**src/rtl/vram_arbiter_pkg.sv**
```systemverilog
// Shared graphite definitions for the VRAM arbiter: FSM state encoding and
// requester index constants.
package vram_arbiter_pkg;

  typedef enum logic [1:0] {
    ARB_IDLE = 2'd0,
    ARB_BUS  = 2'd1,
    ARB_DONE = 2'd2
  } arb_state_e;

  localparam logic REQ_GFX  = 1'b0;
  localparam logic REQ_HOST = 1'b1;

endpackage

```
**src/rtl/vram_arbiter_rr_arbiter2.sv**
```systemverilog
// Combinational two-way round-robin pick: a lone requester wins outright,
// and on contention the requester that was not granted last time wins.
module rr_arbiter2 (
  input  logic [1:0] req_i,
  input  logic       last_grant_i,
  output logic       grant_valid_o,
  output logic       grant_idx_o
);

  always_comb begin
    grant_valid_o = |req_i;
    if (&req_i) grant_idx_o = ~last_grant_i;
    else        grant_idx_o = req_i[1];
  end

endmodule

```
**src/rtl/vram_arbiter.sv**
```systemverilog
// Two-requester VRAM port arbiter: grants one whole transaction at a time,
// drives the VRAM bus, and returns ack/err/read data to the granted requester.
module vram_arbiter
  import vram_arbiter_pkg::*;
#(
  parameter int ADDR_WIDTH     = 16,
  parameter int DATA_WIDTH     = 16,
  parameter int MASK_WIDTH     = 4,
  parameter int TIMEOUT_CYCLES = 255
) (
  input  logic                    clk,
  input  logic                    reset_i,
  input  logic [1:0]              req_sel_i,
  input  logic [1:0]              req_wr_i,
  input  logic [2*MASK_WIDTH-1:0] req_mask_i,
  input  logic [2*ADDR_WIDTH-1:0] req_addr_i,
  input  logic [2*DATA_WIDTH-1:0] req_data_i,
  output logic [1:0]              req_ack_o,
  output logic [1:0]              req_err_o,
  output logic [DATA_WIDTH-1:0]   req_data_o,
  input  logic                    vram_ack_i,
  input  logic [DATA_WIDTH-1:0]   vram_data_in_i,
  output logic                    vram_sel_o,
  output logic                    vram_wr_o,
  output logic [MASK_WIDTH-1:0]   vram_mask_o,
  output logic [ADDR_WIDTH-1:0]   vram_addr_o,
  output logic [DATA_WIDTH-1:0]   vram_data_out_o
);

  localparam int CNT_W = $clog2(TIMEOUT_CYCLES + 1);

  arb_state_e            state_q, state_d;
  logic                  last_grant_q, last_grant_d;
  logic [CNT_W-1:0]      cnt_q, cnt_d;
  logic                  sel_q, sel_d, wr_q, wr_d;
  logic [MASK_WIDTH-1:0] mask_q, mask_d;
  logic [ADDR_WIDTH-1:0] addr_q, addr_d;
  logic [DATA_WIDTH-1:0] wdata_q, wdata_d, rdata_q, rdata_d;
  logic [1:0]            ack_q, ack_d, err_q, err_d;
  logic                  grant_valid, grant_idx;
  logic [1:0]            grant_onehot;

  rr_arbiter2 u_rr (
    .req_i         (req_sel_i),
    .last_grant_i  (last_grant_q),
    .grant_valid_o (grant_valid),
    .grant_idx_o   (grant_idx)
  );

  // last_grant_q doubles as the owner of the in-flight transaction
  assign grant_onehot = (last_grant_q == REQ_HOST) ? 2'b10 : 2'b01;

  always_comb begin
    state_d      = state_q;
    last_grant_d = last_grant_q;
    cnt_d        = cnt_q;
    sel_d        = sel_q;
    wr_d         = wr_q;
    mask_d       = mask_q;
    addr_d       = addr_q;
    wdata_d      = wdata_q;
    rdata_d      = rdata_q;
    ack_d        = 2'b00;
    err_d        = 2'b00;
    case (state_q)
      ARB_IDLE: begin
        if (grant_valid) begin
          state_d      = ARB_BUS;
          last_grant_d = grant_idx;
          cnt_d        = '0;
          sel_d        = 1'b1;
          wr_d         = req_wr_i[grant_idx];
          mask_d       = grant_idx ? req_mask_i[2*MASK_WIDTH-1:MASK_WIDTH] : req_mask_i[MASK_WIDTH-1:0];
          addr_d       = grant_idx ? req_addr_i[2*ADDR_WIDTH-1:ADDR_WIDTH] : req_addr_i[ADDR_WIDTH-1:0];
          wdata_d      = grant_idx ? req_data_i[2*DATA_WIDTH-1:DATA_WIDTH] : req_data_i[DATA_WIDTH-1:0];
        end
      end
      ARB_BUS: begin
        if (vram_ack_i) begin
          state_d = ARB_DONE;
          sel_d   = 1'b0;
          wr_d    = 1'b0;
          ack_d   = grant_onehot;
          if (!wr_q) rdata_d = vram_data_in_i;
        end else if (cnt_q == CNT_W'(TIMEOUT_CYCLES - 1)) begin
          state_d = ARB_DONE;
          sel_d   = 1'b0;
          wr_d    = 1'b0;
          ack_d   = grant_onehot;
          err_d   = grant_onehot;
          rdata_d = '0;
        end else begin
          cnt_d = cnt_q + CNT_W'(1);
        end
      end
      ARB_DONE: state_d = ARB_IDLE;
      default:  state_d = ARB_IDLE;
    endcase
  end

  always_ff @(posedge clk) begin
    if (reset_i) begin
      state_q      <= ARB_IDLE;
      last_grant_q <= REQ_HOST;
      cnt_q        <= '0;
      sel_q        <= 1'b0;
      wr_q         <= 1'b0;
      mask_q       <= '0;
      addr_q       <= '0;
      wdata_q      <= '0;
      rdata_q      <= '0;
      ack_q        <= 2'b00;
      err_q        <= 2'b00;
    end else begin
      state_q      <= state_d;
      last_grant_q <= last_grant_d;
      cnt_q        <= cnt_d;
      sel_q        <= sel_d;
      wr_q         <= wr_d;
      mask_q       <= mask_d;
      addr_q       <= addr_d;
      wdata_q      <= wdata_d;
      rdata_q      <= rdata_d;
      ack_q        <= ack_d;
      err_q        <= err_d;
    end
  end

  assign req_ack_o       = ack_q;
  assign req_err_o       = err_q;
  assign req_data_o      = rdata_q;
  assign vram_sel_o      = sel_q;
  assign vram_wr_o       = wr_q;
  assign vram_mask_o     = mask_q;
  assign vram_addr_o     = addr_q;
  assign vram_data_out_o = wdata_q;

endmodule
```
**config.mk**
```make
export PLATFORM = sky130hd
export DESIGN_NAME = vram_arbiter
export DESIGN_NICKNAME = d
export VERILOG_FILES = /design/src/rtl/vram_arbiter_pkg.sv /design/src/rtl/vram_arbiter_rr_arbiter2.sv /design/src/rtl/vram_arbiter.sv
export SDC_FILE = /design/constraint.sdc
export NUM_CORES = 1
export LEC_CHECK = 0
export BUFFER_PORTS_ARGS = -buffer_cell sky130_fd_sc_hd__buf_2
export CAP_MARGIN = 30
export CORE_MARGIN = 2
export CORE_UTILIZATION = 40
export DETAILED_ROUTE_END_ITERATION = 10
export HOLD_SLACK_MARGIN = 0.15
export PLACE_DENSITY_LB_ADDON = 0.1
export RECOVER_POWER = 25
export SLEW_MARGIN = 30
export SYNTH_ARGS = -nofsm -noshare
export SYNTH_HDL_FRONTEND = slang
export SYNTH_HIERARCHICAL = 1
export SYNTH_SLANG_ARGS = --single-unit
```
**constraint.sdc**
```tcl
create_clock -name clk -period 2 [get_ports clk]
set_clock_uncertainty 0.15 [all_clocks]
set_input_delay 0.3 -clock clk [delete_from_list [all_inputs] [get_ports clk]]
set_output_delay 0.3 -clock clk [all_outputs]
set_load 0.1 [all_outputs]
```
After elaboration in Yosys (flattened, before gate mapping)
Cells that the tools add are included.
Word-level totals
  word-level logic and storage cells: 60
  output and inout bits: 58
  register bits after elaboration: 69
  input port bits: 95
Cells by class
  order comparisons: 1
  reductions and logical operators: 12
  $add $sub $neg: 1
  muxes and demuxes: 26
  equality and inequality tests: 7
  bitwise logic cells: 2
Operators with widths (count)
  2-to-1 mux 16 bit: 5
  2-to-1 mux 8 bit: 3
  one-hot mux 8 bit (2 select lines): 1
  2-to-1 mux 2 bit: 6
  adder 8 x 1 -> 8 bit, second input constant: 1
  equality test 8 bit, second input constant: 1
  != test 2 bit, second input constant: 4
  2-to-1 mux 1 bit: 7
  AND reduction 2 bit: 3
  AND reduction 3 bit: 2
  2-to-1 mux 4 bit: 1
  one-hot mux 1 bit (2 select lines): 2
  one-hot mux 2 bit (2 select lines): 1
  AND reduction 4 bit: 1
  nonzero test 2 bit: 2
  OR reduction 2 bit: 2
  != test 3 bit, second input constant: 1
  OR reduction 3 bit: 1
  equality test 2 x 1 -> 1 bit, second input constant: 1
  logical NOT 2 bit: 1
  < comparator 1 x 2 -> 1 bit, second input constant: 1
  inverter 1 bit: 2

Longest topological paths before layout
Gate-level depths: netlist of run 1.
  depth after elaboration: 6
  depth in mapped cells: 7

Cells and area by module
Netlist of run 1, hierarchy kept.
By module, submodules not included
  vram_arbiter: area an instance 2930.3 um^2, cells each 292, sequential area each 1381.3 um^2, instances 1
  rr_arbiter2: area an instance 13.8 um^2, cells each 2, sequential area each 0.0 um^2, instances 1

Least setup slack after synthesis of run 1
No wires, ideal clock.
  path kind: register to register
  from: register wr_q, in the netlist vram_wr_o
  to: register rdata_q[10], in the netlist req_data_o[10]
  arrival time: 1789 ps
  setup time: 62 ps
  slack: -2 ps
  stages on the path, launching flop included: 6
  buffers on the path: 1
  data required time: 1788 ps
  cells stage by stage: dfxtp_1 nand2b_1 o31ai_1 a21oi_2 buf_6 a22o_1
On the way
  word-level cells in the longest chain between the ends: 2
RTL lines
  start, declared: line vram_arbiter.sv:35  | logic sel_q, sel_d, wr_q, wr_d;
  start signal, assigned: line vram_arbiter.sv:119  | wr_q <= wr_d;
  != test 2 bit (no source line)
  AND reduction 3 bit (no source line)
  end signal, assigned: line vram_arbiter.sv:123  | rdata_q <= rdata_d;
  end, declared: line vram_arbiter.sv:38  | logic [DATA_WIDTH-1:0] wdata_q, wdata_d, rdata_q, rdata_d;
No other way between the ends.
A chain may end at the register's enable or synchronous reset.

Worst setup path after layout of run 1
  from: register cnt_q[0]
  to: register cnt_q[2]
On the way
  word-level cells in the longest chain between the ends: 4
RTL lines
  start, declared: line vram_arbiter.sv:34  | logic [CNT_W-1:0] cnt_q, cnt_d;
  start signal, assigned: line vram_arbiter.sv:117  | cnt_q <= cnt_d;
  adder 8 x 1 -> 8 bit: line vram_arbiter.sv:93  | cnt_d = cnt_q + CNT_W'(1);
  2-to-1 mux 8 bit: line vram_arbiter.sv:85  | end else if (cnt_q == CNT_W'(TIMEOUT_CYCLES - 1)) begin
  2-to-1 mux 8 bit: line vram_arbiter.sv:79  | if (vram_ack_i) begin
  one-hot mux 8 bit (2 select lines): line vram_arbiter.sv:65  | case (state_q)
Several ways; a longest one is shown, not always the timed one. The select of a mux whose other input is x is not followed.

==> impl_metrics.env, run 1 <==
export IMPL_synth_nets=391
export IMPL_fillCellCount=621
export IMPL_dieArea_um2=8060
export IMPL_layout_nets=586
export IMPL_hold_depth=3
export IMPL_yosys_warnings=6
export IMPL_vdd_drop_max_mv=0.413
export IMPL_area_delta_synth_final_pct=52.5
export IMPL_final_antenna_net_count=0
export IMPL_initial_utilization_pct=41.0
export IMPL_maxSlewViolCount=0
export IMPL_grt_use_total_pct=20.3
export IMPL_setup_tns_ps=0
export IMPL_hp_class="primary input to flip-flop"
export IMPL_rsz0062_at_grt="false"
export IMPL_crit_arrival_ps=2000
export IMPL_wl_per_cell_um=13.8
export IMPL_cp_required_ps=2120
export IMPL_dp_hpwl_mm=5.43
export IMPL_cp_cell_sequence="inv_1, ha_1, and4_4, a211o_4, or3_1, a21oi_1"
export IMPL_drt_iter0_drc=89
export IMPL_grt_pass1_wl_mm=13.4
export IMPL_crit_slowest_cell="dfxtp_2"
export IMPL_die_y_um=89.8
export IMPL_grt_max_degree=47
export IMPL_power_density_nw_per_um2=918
export IMPL_critPathKind="flip-flop to flip-flop"
export IMPL_final_setup_worst_slack_ps=124
export IMPL_syn_cell_area_um2=2940
export IMPL_drc_errors=0
export IMPL_cts_max_path_buffers=2
export IMPL_overflow=0
export IMPL_path_clk_slew_ps=80
export IMPL_utilization_pct=62.6
export IMPL_cpPeakStageDelay_ps=360
export IMPL_clock_sinks=69
export IMPL_setup_viol=0
export IMPL_final_common_cell="buf_2"
export IMPL_grt_pass1_vias=2814
export IMPL_routed_via_density=4.95
export IMPL_cts_tree="done"
export IMPL_rrSetupSlack_ps=120
export IMPL_end_kind="flip-flop"
export IMPL_slew_headroom_pct=61.6
export IMPL_yosys_most_used_dff="dfxtp_1"
export IMPL_io_pins=153
export IMPL_fin_crit_sh_pct=93.8
export IMPL_htree_levels=3
export IMPL_fin_crit_ps=1880
export IMPL_hold_viol_final=0
export IMPL_cp_max_fo=8
export IMPL_fmax_ghz=0.533
export IMPL_finalWeightedCongestion=0.889
export IMPL_place_port_buffers=152
export IMPL_layout_common_cells="buf_2 (123), dfxtp_1 (66), dlygate4sd3_1 (45)"
export IMPL_avgSynthCellArea_um2=10.0
export IMPL_maxCapViolCount=0
export IMPL_insertion_delay_ps=340
export IMPL_cts_buffers_inserted=9
export IMPL_hold_ws_ps=155
export IMPL_synth_seq_cells=69
export IMPL_dr_pass1_iters=4
export IMPL_antenna_found_initial=0
export IMPL_ys_types=44
export IMPL_r2r_cells=6
export IMPL_async_reset_ff_share_pct=0
export IMPL_seq_area_frac_synth_pct=46.9
export IMPL_core_region_area_um2=7180
export IMPL_start_kind="flip-flop"
export IMPL_vias=2936
export IMPL_p_leak_nw=2.06
export IMPL_drive_above_1_share_pct=38.9
export IMPL_rows=31
export IMPL_wirelength_mm=8.18
export IMPL_cts_root_buf="clkbuf_8"
export IMPL_syn_instance_count=294
export IMPL_status="finished, final reports clean"
export IMPL_pre_cts_ws_ps=53.5
export IMPL_synth_edf_count=0
export IMPL_chipWidth_um=89.8
export IMPL_worst_slew_pin_slew_ps=574
export IMPL_antenna_cells=0
export IMPL_power_mw=4.12
-- flip-flops by register name (all words and copies together) (netlist names) --
signal / cells
req_data_o: 16
vram_data_out_o: 16
cnt_q: 8
last_grant_q: 1
vram_sel_o: 1
vram_addr_o: 16
state_q: 2
req_ack_o: 2
vram_mask_o: 4
req_err_o: 2
vram_wr_o: 1
-- layer usage --
metal	vias up	share of wire [%]	track usage [%]
li1	1489	-	-
met1	1315	45	24.9
met2	118	47	34.3
met3	14	6.6	5.53
met4	0	1.7	7.31
met5	-	0	0
-- power breakdown --
part	switching, mW	internal [mW]	leakage, nW
combinational	1.08	0.363	1.39
clock	0.546	0.579	0.0996
sequential	0.0588	1.49	0.568
total	1.69	2.43	2.06
-- cell usage after synthesis (all sizes together) (2+ instances only) --
master	n	area, um^2
or2	3	18.8
buf	17	109
and4	3	28.8
nor2b	3	18.8
nand3	5	25.0
mux2i	37	370
nand2b	3	18.8
o21ai	4	20.0
a311o	2	20.0
nor3	2	15.0
a21oi	6	37.5
nand4	2	12.5
nand2	8	30.0
a211oi	36	270
dfxtp	69	1380
ha	2	25.0
nor2	41	154
nor4	9	71.3
a21boi	2	15.0
inv	4	15.0
a22o	16	140
or3	2	12.5
clkbuf	6	22.5
o31ai	2	15.0
-- logic make-up (layout without fill, tap and decap cells) --
logic type / count (synthesis) / after routing / synth area share (%)
flip-flops: 69 / 69 / 46.9
AO/OA/AOI/OAI: 76 / 76 / 20.2
multiplexers: 37 / 37 / 12.6
buffers and inverters: 27 / 227 / 4.97
adder cells (fa/ha/maj): 2 / 2 / 0.850
AND/OR/NAND/NOR: 83 / 83 / 14.4
-- area by class of cell --
type	count	area, um^2	share of cell area, %
clock buffer	9	124	2.76
clock inverter	7	73.8	1.64
inverter	4	15.0	0.334
multi-input combinational	198	1460	32.4
sequential	69	1390	30.9
tap	99	124	2.76
timing repair buffer	207	1310	29.2
-- timing repair --
item	4_1_cts	5_1_grt
hold endpoints to repair	32	1
gates resized for setup	0	5
endpoints found under the setup margin	0	20
setup buffers	0	0
hold buffers	44	1
-- critical path: cells and delay by family (launching register included) --
kind,cells,cell delay [ps]
adder cells (fa/ha/maj),1,210
AND/OR/NAND/NOR,2,530
AO/OA/AOI/OAI,2,490
buffers and inverters,1,60
flip-flops,1,360
-- final timing paths --
path                   from             endpoint
min          req_data_i[29]  vram_data_out_o[13]
min reg2reg   req_data_o[2]        req_data_o[2]
max reg2reg        cnt_q[0]             cnt_q[2]
max                cnt_q[0]             cnt_q[2]
-- stage by stage --
step | cells | cell area (um^2)
3_3_place_gp | 532 | 3820
5_1_grt | 593 | 4490
6_report | 593 | 4490
2_1_floorplan | 294 | 2950
4_1_cts | 592 | 4460
3_5_place_dp | 532 | 3820
No activity file was read; power rests on OpenSTA's default activity.
==> run 2, diff against run 1 <==
--- a/config.mk
+++ b/config.mk
@@ -5,7 +5,7 @@
 export SDC_FILE = /design/constraint.sdc
 export NUM_CORES = 1
 export LEC_CHECK = 0
-export BUFFER_PORTS_ARGS = -buffer_cell sky130_fd_sc_hd__buf_2
+export BUFFER_PORTS_ARGS = -buffer_cell sky130_fd_sc_hd__buf_4
 export CAP_MARGIN = 30
 export CORE_MARGIN = 2
 export CORE_UTILIZATION = 40
==> impl_metrics.env, run 2 (synthesized netlist as in run 1, its figures left out) <==
export IMPL_status="finished, final reports clean"
export IMPL_finalWeightedCongestion=0.857
export IMPL_io_pins=153
export IMPL_crit_slowest_cell="dlygate4sd3_1"
export IMPL_r2r_cells=6
export IMPL_routed_via_density=5.08
export IMPL_grt_pass1_wl_mm=13.4
export IMPL_end_kind="flip-flop"
export IMPL_power_density_nw_per_um2=921
export IMPL_hold_ws_ps=168
export IMPL_fmax_ghz=0.518
export IMPL_worst_slew_pin_slew_ps=627
export IMPL_p_leak_nw=2.03
export IMPL_cts_setup_buffers=0
export IMPL_cp_required_ps=2110
export IMPL_sw_frac_of_total_pct=40.5
export IMPL_met2_length_mm=3.96
export IMPL_cts_tree="done"
export IMPL_rrSetupSlack_ps=120
export IMPL_setup_viol=0
export IMPL_p_int_mw=2.47
export IMPL_final_common_cell="buf_4"
export IMPL_htree_levels=3
export IMPL_crit_arrival_ps=2040
export IMPL_timing_rr_end="cnt_q[2]"
export IMPL_grt_max_degree=47
export IMPL_utilization_pct=62.9
export IMPL_fin_crit_ps=1930
export IMPL_insertion_delay_ps=330
export IMPL_pre_cts_ws_ps=21.0
export IMPL_area_delta_synth_final_pct=53.3
export IMPL_dr_pass1_iters=4
export IMPL_startpoint="reset_i"
export IMPL_placed_area_um2=4180
export IMPL_drive_above_1_share_pct=40.6
export IMPL_highest_signal_layer="met4"
export IMPL_r2r_start="cnt_q[0]"
export IMPL_maxSlewViolCount=0
export IMPL_maxCapViolCount=0
export IMPL_cp_endpoint="cnt_q[5]"
export IMPL_cts_max_path_buffers=2
export IMPL_p_switching_mw=1.68
export IMPL_die_y_um=89.8
export IMPL_fin_crit_sh_pct=96.5
export IMPL_path_clk_slew_ps=80
export IMPL_place_port_buffers=152
export IMPL_wl_per_cell_um=14.4
export IMPL_wirelength_mm=8.14
export IMPL_cp_max_fo=10
export IMPL_slew_headroom_pct=58.0
export IMPL_multi_input_comb_area_um2=1450
export IMPL_vdd_drop_max_mv=0.464
export IMPL_layout_nets=558
export IMPL_layout_common_cells="buf_4 (127), dfxtp_1 (67), nor2_1 (40)"
export IMPL_pwr_share_comb_pct=35.6
export IMPL_start_kind="primary input"
export IMPL_cts_buffers_inserted=9
export IMPL_seq_power_share_pct=37.4
export IMPL_hold_viol_final=0
export IMPL_grt_use_total_pct=20.1
export IMPL_initial_utilization_pct=41.0
export IMPL_cts_root_buf="clkbuf_8"
export IMPL_final_antenna_net_count=0
export IMPL_antenna_cells=0
export IMPL_final_setup_worst_slack_ps=69.9
export IMPL_drt_iter0_drc=84
export IMPL_setup_tns_ps=0
export IMPL_vias=2869
export IMPL_wl_met3_um=548
export IMPL_register_area_um2=1380
export IMPL_dieArea_um2=8060
export IMPL_drc_errors=0
export IMPL_route_layer_met1_wl_mm=3.59
export IMPL_antenna_found_initial=0
export IMPL_critPathKind="primary input to flip-flop"
export IMPL_clock_sinks=69
export IMPL_chipWidth_um=89.8
export IMPL_fillCellCount=634
export IMPL_overflow=0
export IMPL_cpPeakStageDelay_ps=540
export IMPL_grt_pass1_vias=2762
export IMPL_core_region_area_um2=7180
export IMPL_fin_area_um2=4510
export IMPL_dp_hpwl_mm=5.82
export IMPL_p_clk_share_pct=27.0
export IMPL_cp_cell_sequence="dlygate4sd3_1, buf_4, or4b_4, nor4_4, o21ai_1, a31oi_1"
export IMPL_hp_class="primary input to flip-flop"
export IMPL_rsz0062_at_grt="false"
export IMPL_rows=31
[run 2: cell count changes in the layout (fill, tap and decap cells not counted)]
cell and delta:
nor4_2 -1, dfxtp_1 +1, dfxtp_2 -1, clkinv_4 -1, buf_4 +119, buf_2 -123, or4b_1 -1, inv_6 +1
nor4_1 +1, or4b_4 +1, clkbuf_2 +2, dlygate4sd3_1 -26
[run 2: layout make-up]
type,instances,area share [%]
multi-input combinational,198,32.2
sequential,69,30.7
timing repair buffer,179,29.7
clock buffer,9,2.74
tap,99,2.74
clock inverter,7,1.64
inverter,4,0.333
[run 2: power by group through the flow]
| stage | clock [mW] | sequential [mW] | combinational, mW |
|---|---|---|---|
| after floorplan | 0 | 2.33 | 0.341 |
| final | 1.12 | 1.55 | 1.48 |
| after detailed placement | 0 | 1.58 | 1.48 |
| after CTS | 1.15 | 1.55 | 1.52 |
| after global placement | 0 | 1.58 | 1.47 |
| after global routing | 1.23 | 1.57 | 1.55 |
[run 2: layer usage]
metal	up-vias	track usage, %
met3	4	5.87
li1	1431	-
met5	-	0
met2	119	33.8
met4	0	5.51
met1	1315	25.4
[run 2: worst min-delay path by stage]
stage,from,end,depth (start not counted)
after floorplan,vram_data_in_i[10],req_data_o[10],1
after global placement,req_data_o[13],req_data_o[13],1
after detailed placement,req_data_o[6],req_data_o[6],1
after CTS,req_addr_i[4],vram_addr_o[4],3
after global routing,req_addr_i[10],vram_addr_o[10],3
final,req_addr_i[4],vram_addr_o[4],3
[run 2: metrics by stage]
stage | power [mW] | cells
final | 4.16 | 565
after floorplan | 2.67 | 294
after global routing | 4.35 | 565
after detailed placement | 3.07 | 530
after global placement | 3.05 | 530
after CTS | 4.22 | 565
[run 2: worst max-delay path, delay by kind of cell]
kind	cells	cell delay (ps)
AO/OA/AOI/OAI	2	220
buffers and inverters	2	740
AND/OR/NAND/NOR	2	780
[run 2: what timing repair did]
action	in CTS	in global routing
hold buffers	19	0
gates resized for setup	0	3
endpoints found under the hold margin	24	0
setup endpoints to repair	0	18
==> run 3, diff against run 2 <==
--- a/config.mk
+++ b/config.mk
@@ -11,7 +11,7 @@
 export CORE_UTILIZATION = 40
 export DETAILED_ROUTE_END_ITERATION = 10
 export HOLD_SLACK_MARGIN = 0.15
-export PLACE_DENSITY_LB_ADDON = 0.1
+export PLACE_DENSITY = 0.82
 export RECOVER_POWER = 25
 export SLEW_MARGIN = 30
 export SYNTH_ARGS = -nofsm -noshare
==> impl_metrics.env, run 3 (synthesized netlist as in run 1, its figures left out) <==
export IMPL_status="finished, final reports clean"
export IMPL_cts_setup_buffers=0
export IMPL_maxSlewViolCount=0
export IMPL_path_clk_slew_ps=80
export IMPL_chipWidth_um=89.8
export IMPL_cts_max_path_buffers=2
export IMPL_vias=2882
export IMPL_wl_per_cell_um=14.9
export IMPL_dieArea_um2=8060
export IMPL_utilization_pct=62.9
export IMPL_cts_root_buf="clkbuf_8"
export IMPL_setup_tns_ps=0
export IMPL_io_pins=153
export IMPL_power_density_nw_per_um2=931
export IMPL_dp_hpwl_mm=5.72
export IMPL_finalWeightedCongestion=0.901
export IMPL_rsz0062_at_grt="false"
export IMPL_drc_errors=0
export IMPL_maxCapViolCount=0
export IMPL_area_delta_synth_final_pct=53.4
export IMPL_cp_max_fo=8
export IMPL_start_kind="flip-flop"
export IMPL_hold_viol_final=0
export IMPL_fmax_ghz=0.522
export IMPL_end_kind="flip-flop"
export IMPL_p_leak_nw=2.03
export IMPL_cp_required_ps=2130
export IMPL_wirelength_mm=8.40
export IMPL_dr_pass1_iters=4
export IMPL_overflow=0
export IMPL_final_antenna_net_count=0
export IMPL_power_mw=4.20
export IMPL_cts_tree="done"
export IMPL_die_y_um=89.8
export IMPL_routed_via_density=5.12
export IMPL_setup_viol=0
export IMPL_grt_pass1_vias=2764
export IMPL_htree_levels=3
export IMPL_clock_sinks=69
export IMPL_grt_use_total_pct=21.0
export IMPL_initial_utilization_pct=41.0
export IMPL_slew_headroom_pct=57.7
export IMPL_hold_ws_ps=162
export IMPL_cts_buffers_inserted=9
export IMPL_grt_pass1_wl_mm=13.8
export IMPL_core_region_area_um2=7180
export IMPL_place_port_buffers=152
export IMPL_fin_crit_ps=1920
export IMPL_drt_iter0_drc=119
export IMPL_crit_arrival_ps=2040
export IMPL_vdd_drop_max_mv=0.461
export IMPL_antenna_found_initial=0
export IMPL_critPathKind="flip-flop to flip-flop"
export IMPL_rows=31
export IMPL_grt_max_degree=46
export IMPL_antenna_cells=0
export IMPL_drive_above_1_share_pct=40.3
export IMPL_fin_crit_sh_pct=95.9
export IMPL_insertion_delay_ps=340
export IMPL_layout_nets=556
export IMPL_hp_class="primary input to flip-flop"
export IMPL_worst_slew_pin_slew_ps=632
export IMPL_final_common_cell="buf_4"
export IMPL_layout_common_cells="buf_4 (125), dfxtp_1 (67), nor2_1 (40)"
export IMPL_rrSetupSlack_ps=80
run 3: cell types whose count changed in the layout (fill, tap and decap cells not counted):
| cell | change |
|---|---|
| clkinv_4 | +1 |
| buf_4 | -2 |
| o31ai_4 | +1 |
| clkinv_2 | -1 |
| clkinvlp_4 | -1 |
| clkbuf_8 | +1 |
| o31ai_2 | -1 |
run 3: report_power, final:
group          switching (mW)  internal [mW]
sequential             0.0694           1.49
clock                   0.550          0.621
combinational            1.08          0.400
run 3: worst paths after layout:
kind	startpoint	end	depth (start not counted)
worst min register to register	req_data_o[4]	req_data_o[4]	1
worst max register to register	cnt_q[0]	cnt_q[2]	6
worst min-delay path	req_data_i[7]	vram_data_out_o[7]	3
worst max-delay path	cnt_q[0]	cnt_q[2]	6
run 3: final cells by class:
class	instances	area [um^2]
Tap cell	99	124
Sequential cell	69	1380
Clock buffer	10	138
Timing Repair Buffer	177	1320
Fill cell	598	2660
Clock inverter	6	70.1
Inverter	4	15.0
Multi-Input combinational cell	198	1460
run 3: worst max-delay path: stages (launching register included):
cell,delay (ps)
dfxtp_2,370
inv_1,70
ha_1,220
and4_4,220
a211o_4,360
or3_1,310
a21oi_1,140
run 3: through the flow:
step	cells	instance area, um^2	setup WS (ps)
after floorplan	294	2950	186
after global placement	528	4170	121
after detailed placement	528	4170	39.4
after CTS	563	4570	23.5
after global routing	563	4520	11.6
final	563	4520	82.8
run 3: repair_timing:
action,in CTS,in global routing
endpoints found under the hold margin,21,0
hold buffers,19,0
setup endpoints to repair,10,18
gates resized for setup,1,3
run 3: per-layer routing:
metal / vias to the layer above / track usage, % / wire length [um]
li1: 1431 / - / -
met1: 1318 / 24.6 / 3400
met2: 120 / 37.3 / 4290
met3: 13 / 5.70 / 588
met4: 0 / 6.79 / 122
met5: - / 0 / 0
